**src/rtl/mem_initiator.sv**
```systemverilog
`default_nettype none
// ============================================================================
// Module   : mem_initiator
// Purpose  : LC-3 bus master: sequences MAR/MDR loads and memory enable over
//            the shared bus, waits for ready, returns read data or timeout.
// Revision : 1.0 - initial release
// ============================================================================
module mem_initiator #(
    parameter int TIMEOUT = 64
) (
    input  logic        clk,
    input  logic        reset,
    input  logic        req,
    input  logic        we,
    input  logic        byte_mode,
    input  logic [15:0] addr,
    input  logic [15:0] wdata,
    output logic        busy,
    output logic        ack,
    output logic        err,
    output logic [15:0] rdata,
    output logic [15:0] bus_out,
    output logic        bus_oe,
    output logic        load_mar,
    output logic        load_mdr,
    output logic        mio_en,
    output logic        r_w,
    output logic        data_size,
    output logic        mdr_en,
    input  logic [15:0] mdr_in,
    input  logic        r
);

    localparam logic [2:0] c_ST_IDLE   = 3'd0;
    localparam logic [2:0] c_ST_MAR    = 3'd1;
    localparam logic [2:0] c_ST_MDRW   = 3'd2;
    localparam logic [2:0] c_ST_ACCESS = 3'd3;
    localparam logic [2:0] c_ST_LOAD   = 3'd4;
    localparam logic [2:0] c_ST_OUT    = 3'd5;
    localparam logic [2:0] c_ST_DONE   = 3'd6;

    localparam logic [7:0] c_TO_LAST = 8'(TIMEOUT - 1);

    logic [2:0]  r_state;
    logic        r_we;
    logic        r_byte;
    logic [15:0] r_wdata;
    logic [7:0]  r_count;

    // Outputs are registered for the state being entered, so every strobe
    // defaults low each cycle and only the target state's group is raised.
    always_ff @(posedge clk) begin
        if (!reset) begin
            r_state   <= c_ST_IDLE;
            r_we      <= 1'b0;
            r_byte    <= 1'b0;
            r_wdata   <= 16'h0000;
            r_count   <= 8'h00;
            busy      <= 1'b0;
            ack       <= 1'b0;
            err       <= 1'b0;
            rdata     <= 16'h0000;
            bus_out   <= 16'h0000;
            bus_oe    <= 1'b0;
            load_mar  <= 1'b0;
            load_mdr  <= 1'b0;
            mio_en    <= 1'b0;
            r_w       <= 1'b0;
            data_size <= 1'b0;
            mdr_en    <= 1'b0;
        end else begin
            busy      <= 1'b1;
            ack       <= 1'b0;
            err       <= 1'b0;
            bus_out   <= 16'h0000;
            bus_oe    <= 1'b0;
            load_mar  <= 1'b0;
            load_mdr  <= 1'b0;
            mio_en    <= 1'b0;
            r_w       <= 1'b0;
            data_size <= 1'b0;
            mdr_en    <= 1'b0;
            case (r_state)
                c_ST_IDLE: begin
                    busy <= 1'b0;
                    if (req) begin
                        r_we     <= we;
                        r_byte   <= byte_mode;
                        r_wdata  <= wdata;
                        busy     <= 1'b1;
                        bus_out  <= addr;
                        bus_oe   <= 1'b1;
                        load_mar <= 1'b1;
                        r_state  <= c_ST_MAR;
                    end
                end
                c_ST_MAR: begin
                    if (r_we) begin
                        bus_out  <= r_byte ? {8'h00, r_wdata[7:0]} : r_wdata;
                        bus_oe   <= 1'b1;
                        load_mdr <= 1'b1;
                        r_state  <= c_ST_MDRW;
                    end else begin
                        mio_en    <= 1'b1;
                        r_w       <= 1'b0;
                        data_size <= r_byte;
                        r_count   <= 8'h00;
                        r_state   <= c_ST_ACCESS;
                    end
                end
                c_ST_MDRW: begin
                    mio_en    <= 1'b1;
                    r_w       <= 1'b1;
                    data_size <= r_byte;
                    r_count   <= 8'h00;
                    r_state   <= c_ST_ACCESS;
                end
                c_ST_ACCESS: begin
                    if (r) begin
                        if (r_we) begin
                            ack     <= 1'b1;
                            r_state <= c_ST_DONE;
                        end else begin
                            load_mdr <= 1'b1;
                            mio_en   <= 1'b1;
                            r_state  <= c_ST_LOAD;
                        end
                    end else if (r_count == c_TO_LAST) begin
                        ack     <= 1'b1;
                        err     <= 1'b1;
                        r_state <= c_ST_DONE;
                    end else begin
                        mio_en    <= 1'b1;
                        r_w       <= r_we;
                        data_size <= r_byte;
                        if (r_count != 8'hFF) begin
                            r_count <= r_count + 8'h01;
                        end
                    end
                end
                c_ST_LOAD: begin
                    mdr_en  <= 1'b1;
                    r_state <= c_ST_OUT;
                end
                c_ST_OUT: begin
                    // Byte reads return the high byte of the MDR, zero-extended.
                    rdata   <= r_byte ? {8'h00, mdr_in[15:8]} : mdr_in;
                    ack     <= 1'b1;
                    r_state <= c_ST_DONE;
                end
                c_ST_DONE: begin
                    busy    <= 1'b0;
                    r_state <= c_ST_IDLE;
                end
                default: begin
                    busy    <= 1'b0;
                    r_state <= c_ST_IDLE;
                end
            endcase
        end
    end

endmodule
`default_nettype wire

```
**config.mk**
```make
export PLATFORM = sky130hd
export DESIGN_NAME = mem_initiator
export DESIGN_NICKNAME = d
export VERILOG_FILES = /design/src/rtl/mem_initiator.sv
export SDC_FILE = /design/constraint.sdc
export NUM_CORES = 1
export LEC_CHECK = 0
export BUFFER_PORTS_ARGS = -buffer_cell sky130_fd_sc_hd__clkbuf_2
export CAP_MARGIN = 30
export CORE_ASPECT_RATIO = 0.75
export CORE_MARGIN = 3
export CORE_UTILIZATION = 30
export CTS_CLUSTER_DIAMETER = 80
export CTS_CLUSTER_SIZE = 28
export DETAILED_ROUTE_END_ITERATION = 16
export REMOVE_ABC_BUFFERS = 1
export SYNTH_ARGS = -nofsm -noshare
export SYNTH_HDL_FRONTEND = slang
export SYNTH_SLANG_ARGS = --single-unit
```
**constraint.sdc**
```tcl
create_clock -name clk -period 2.5 [get_ports clk]
set_clock_uncertainty 0.2 [all_clocks]
set_input_delay 0.5 -clock clk [delete_from_list [all_inputs] [get_ports clk]]
set_output_delay 0.5 -clock clk [all_outputs]
set_load 0.005 [all_outputs]
```
==> results.yml <==
floorplan:
  start_util_pct: 31.3
  io_pins: 96
  dieArea_mm2: 0.0108
  chipHeight_um: 90.6
  core_mm2: 0.00916
  rows: 30
  fp.dieW_um: 119
synth:
  synth.largest_area_cell: "dfxtp_1"
  synth_seq_cells: 71
  synth_compound_area_share_pct: 19.3
  synth_adder_area_share_pct: 0.437
  synth_xor_area_share_pct: 0.306
  netlist_area_mm2: 0.00287
  synthCells: 327
  synthTopCellsByCount: "71 x dfxtp_1, 51 x nand2_1, 36 x a21oi_1"
  synth_top_family_by_area: "simple AND/OR/NAND/NOR gates"
  netlist.area_leader.share_pct: 49.6
  synth-seq-area-share_pct: 49.6
  synth-edff-count: 0
  ys_warn_count: 0
  synth_area_leaders: "dfxtp_1 50%, nand2_1 6.7%, a21oi_1 6.3%, nor2_1 4.6%, a22oi_1 4.5%"
  synth-async-reset-ratio_pct: 0
  ys.flop_type: "dfxtp_1"
  synth-simple-area-share_pct: 22.7
  synth_cell_type_count: 48
  synth.avg_cell_area_um2: 8.76
  synthMuxAreaShare_pct: 2.79
  yosysMostFrequentCell: "dfxtp_1"
cts:
  clk_pin_slew_ns: 0.06
  ctsHoldBuffers: 0
  clock_latency_ns: 0.33
  clock-root-buffer: "clkbuf_16"
  cts_resized: 0
  cts_buffer_depth: 2
  cts_tree: "yes"
  cts_made_buffers: 9
  numClockSinks: 71
  cts.htree.levels: 3
  cts_setup_buffers: 0
drt:
  routedWlPerCell_um: 13.2
  first_iter_violations: 189
  post-route-drc-count: 0
  m1WireLength_um: 3410
  via_per_inst: 4.81
  vias: 2650
  top_layer: "met4"
  final_antenna_net_count: 0
  dr.pass1.iters: 6
  dr_wl_met3_um: 626
  drt_wl_total_um: 7280
  wl_met2_um: 3160
sta:
  finalCritPeriodShare_pct: 84.2
  max-slew-margin-rel_pct: 55.9
  fmax_mhz: 475
  fin_tns_setup_ns: 0
  rsz0062_at_grt: "no"
  setup_viol: 0
  hold_viol_final: 0
  slew_viol_final: 0
  worst_pin_slew_ns: 0.659
  period_minus_slack_ns: 2.11
critical_path:
  crit_slowest_cell: "nor4_2"
  endpoint_kind: "register"
  r2r-end: "r_count[3]$_SDFFE_PN0P_"
  r2r-start: "r_count[0]$_SDFFE_PN0P_"
  startpoint_type: "register"
  cp_slowest_stage_delay_ns: 0.57
  worst-r2r-cell-count: 5
  worstPathCellList: "ha_1, nand3_1, nor4_2, or2_1, o221a_2"
  reg2reg_slack_ns: 0.39
  path_class: "reg -> reg"
  crit_arrival_ns: 2.18
  cp_max_fo: 7
  worstPathRequired_ns: 2.57
placed_design:
  numPortBuffers: 95
  gp_congestion: 0.828
  dpl.hpwl_um: 5230
  dp_cells: 535
worst_hold_path:
  hp-start: "wdata[10]"
  hold_path_end: "r_wdata[10]$_SDFFE_PN0P_"
  hold_depth: 3
  worstHoldPathType: "in -> reg"
pwr:
  combinationalPowerShare_pct: 11.4
  internal-power_w: 0.00226
  clkPwrFrac_pct: 47.0
  power_density_mw_per_mm2: 779
  total_leakage_power_nw: 1.55
  switching_share_pct: 23.4
  p_sw_w: 0.000691
  p_seq_share_pct: 41.6
  peakVddDrop_mv: 0.409
final_layout:
  nFillCells: 944
  ff_latch_area_mm2: 0.00142
  multiInputGateArea_mm2: 0.00131
  syn_to_final_growth_pct: 32.4
  num-nets-final: 473
  drive_above_1_share_pct: 31.0
  fin_util_pct: 41.4
  diodes: 0
  final_cells: 551
global_route:
  grt_pass1_vias: 2511
  grt_max_degree: 36
  grt_use_total_pct: 13.9
  antenna_found_initial: 0
  grt_pass1_wl_um: 12000
  overflow: 0
job:
  drv_cap: 0
status:
  outcome: "completed"
-- flip-flops by register name (all words and copies together) (netlist names), 3 cells and up --
register	count
bus_out	16
r_count	8
r_state	3
r_wdata	16
rdata	16
-- cell usage in the layout (no fill, tap or decap), types with 2 or more instances in the layout --
cell type | Yosys | routed
a211oi_1 | 9 | 9
a21oi_1 | 36 | 36
a22oi_1 | 17 | 17
a31oi_1 | 3 | 3
a32o_1 | 2 | 2
and2_1 | 2 | 2
and3_1 | 5 | 5
buf_4 | 3 | 10
bufinv_16 | 0 | 2
clkbuf_16 | 0 | 9
clkbuf_2 | 0 | 95
clkbuf_8 | 0 | 2
clkinvlp_4 | 0 | 2
dfxtp_1 | 71 | 71
inv_1 | 4 | 4
mux2i_1 | 8 | 8
nand2_1 | 51 | 51
nand3_1 | 3 | 3
nand3b_1 | 10 | 10
nor2_1 | 35 | 35
nor2b_1 | 2 | 2
nor3_1 | 5 | 5
o21ai_0 | 9 | 9
o221a_2 | 2 | 2
o311a_1 | 2 | 2
or3_1 | 2 | 2
or4_1 | 2 | 2
-- stage by stage --
step	hold WS (ns)	worst slack (ns)	total power, W	cell area [µm²]
finish	0.189	0.394	0.00295	3790
global route	0.196	0.247	0.00310	3790
CTS	0.176	0.450	0.00300	3790
detailed placement	0.249	0.461	0.00159	3460
global placement	0.239	0.515	0.00159	3460
floorplan	0.236	0.175	0.00144	2740
-- worst max-delay path: cells and delay by family (launching register included) --
family | cells | cell delay [ns]
compound gates | 1 | 0.21
flops | 1 | 0.39
simple gates | 3 | 1.01
fa+ha+maj | 1 | 0.23
-- how the worst max path moves through the flow --
| stage | to | depth (start not counted) | slack [ns] | startpoint |
|---|---|---|---|---|
| 2_1_floorplan | bus_out[10]$_SDFF_PN0_ | 4 | 0.18 | r_state[1]$_SDFFE_PN0P_ |
| 3_3_place_gp | bus_out[12]$_SDFF_PN0_ | 4 | 0.52 | r_we$_SDFFE_PN0P_ |
| 3_5_place_dp | r_count[3]$_SDFFE_PN0P_ | 5 | 0.46 | r_count[0]$_SDFFE_PN0P_ |
| 4_1_cts | r_count[3]$_SDFFE_PN0P_ | 5 | 0.45 | r_count[0]$_SDFFE_PN0P_ |
| 5_1_grt | r_count[3]$_SDFFE_PN0P_ | 5 | 0.25 | r_count[0]$_SDFFE_PN0P_ |
| 6_report | r_count[3]$_SDFFE_PN0P_ | 5 | 0.39 | r_count[0]$_SDFFE_PN0P_ |
-- final cells by class --
type	instances	area share [%]
inverters	5	0.495
clock inverters	5	2.11
flip-flops and latches	71	37.5
clock buffers	11	6.66
multi-input cells	226	34.5
well taps	128	4.22
repair buffers	105	14.5
-- kinds of logic after synthesis --
family,after synthesis
and+or+nand+nor,130
AOI/OAI and AO/OA,86
DFF,71
buffers and inverters,30
muxes,8
xor gates and xnor gates,1
adders and majority gates,1
-- power groups by stage --
stage | Combinational [W] | Sequential, W | Clock [W]
3_5_place_dp | 0.000341 | 0.00125 | 0
4_1_cts | 0.000342 | 0.00123 | 0.00143
2_1_floorplan | 0.000174 | 0.00126 | 0
5_1_grt | 0.000381 | 0.00124 | 0.00148
3_3_place_gp | 0.000337 | 0.00125 | 0
6_report | 0.000338 | 0.00123 | 0.00139
-- per-layer routing --
layer  vias to the layer above  track usage [%]
met3                        11             6.07
li1                       1339                -
met1                      1191             18.0
met2                       109             20.3
met5                         -                0
met4                         0             5.50
No activity file was read; power rests on OpenSTA's default activity.
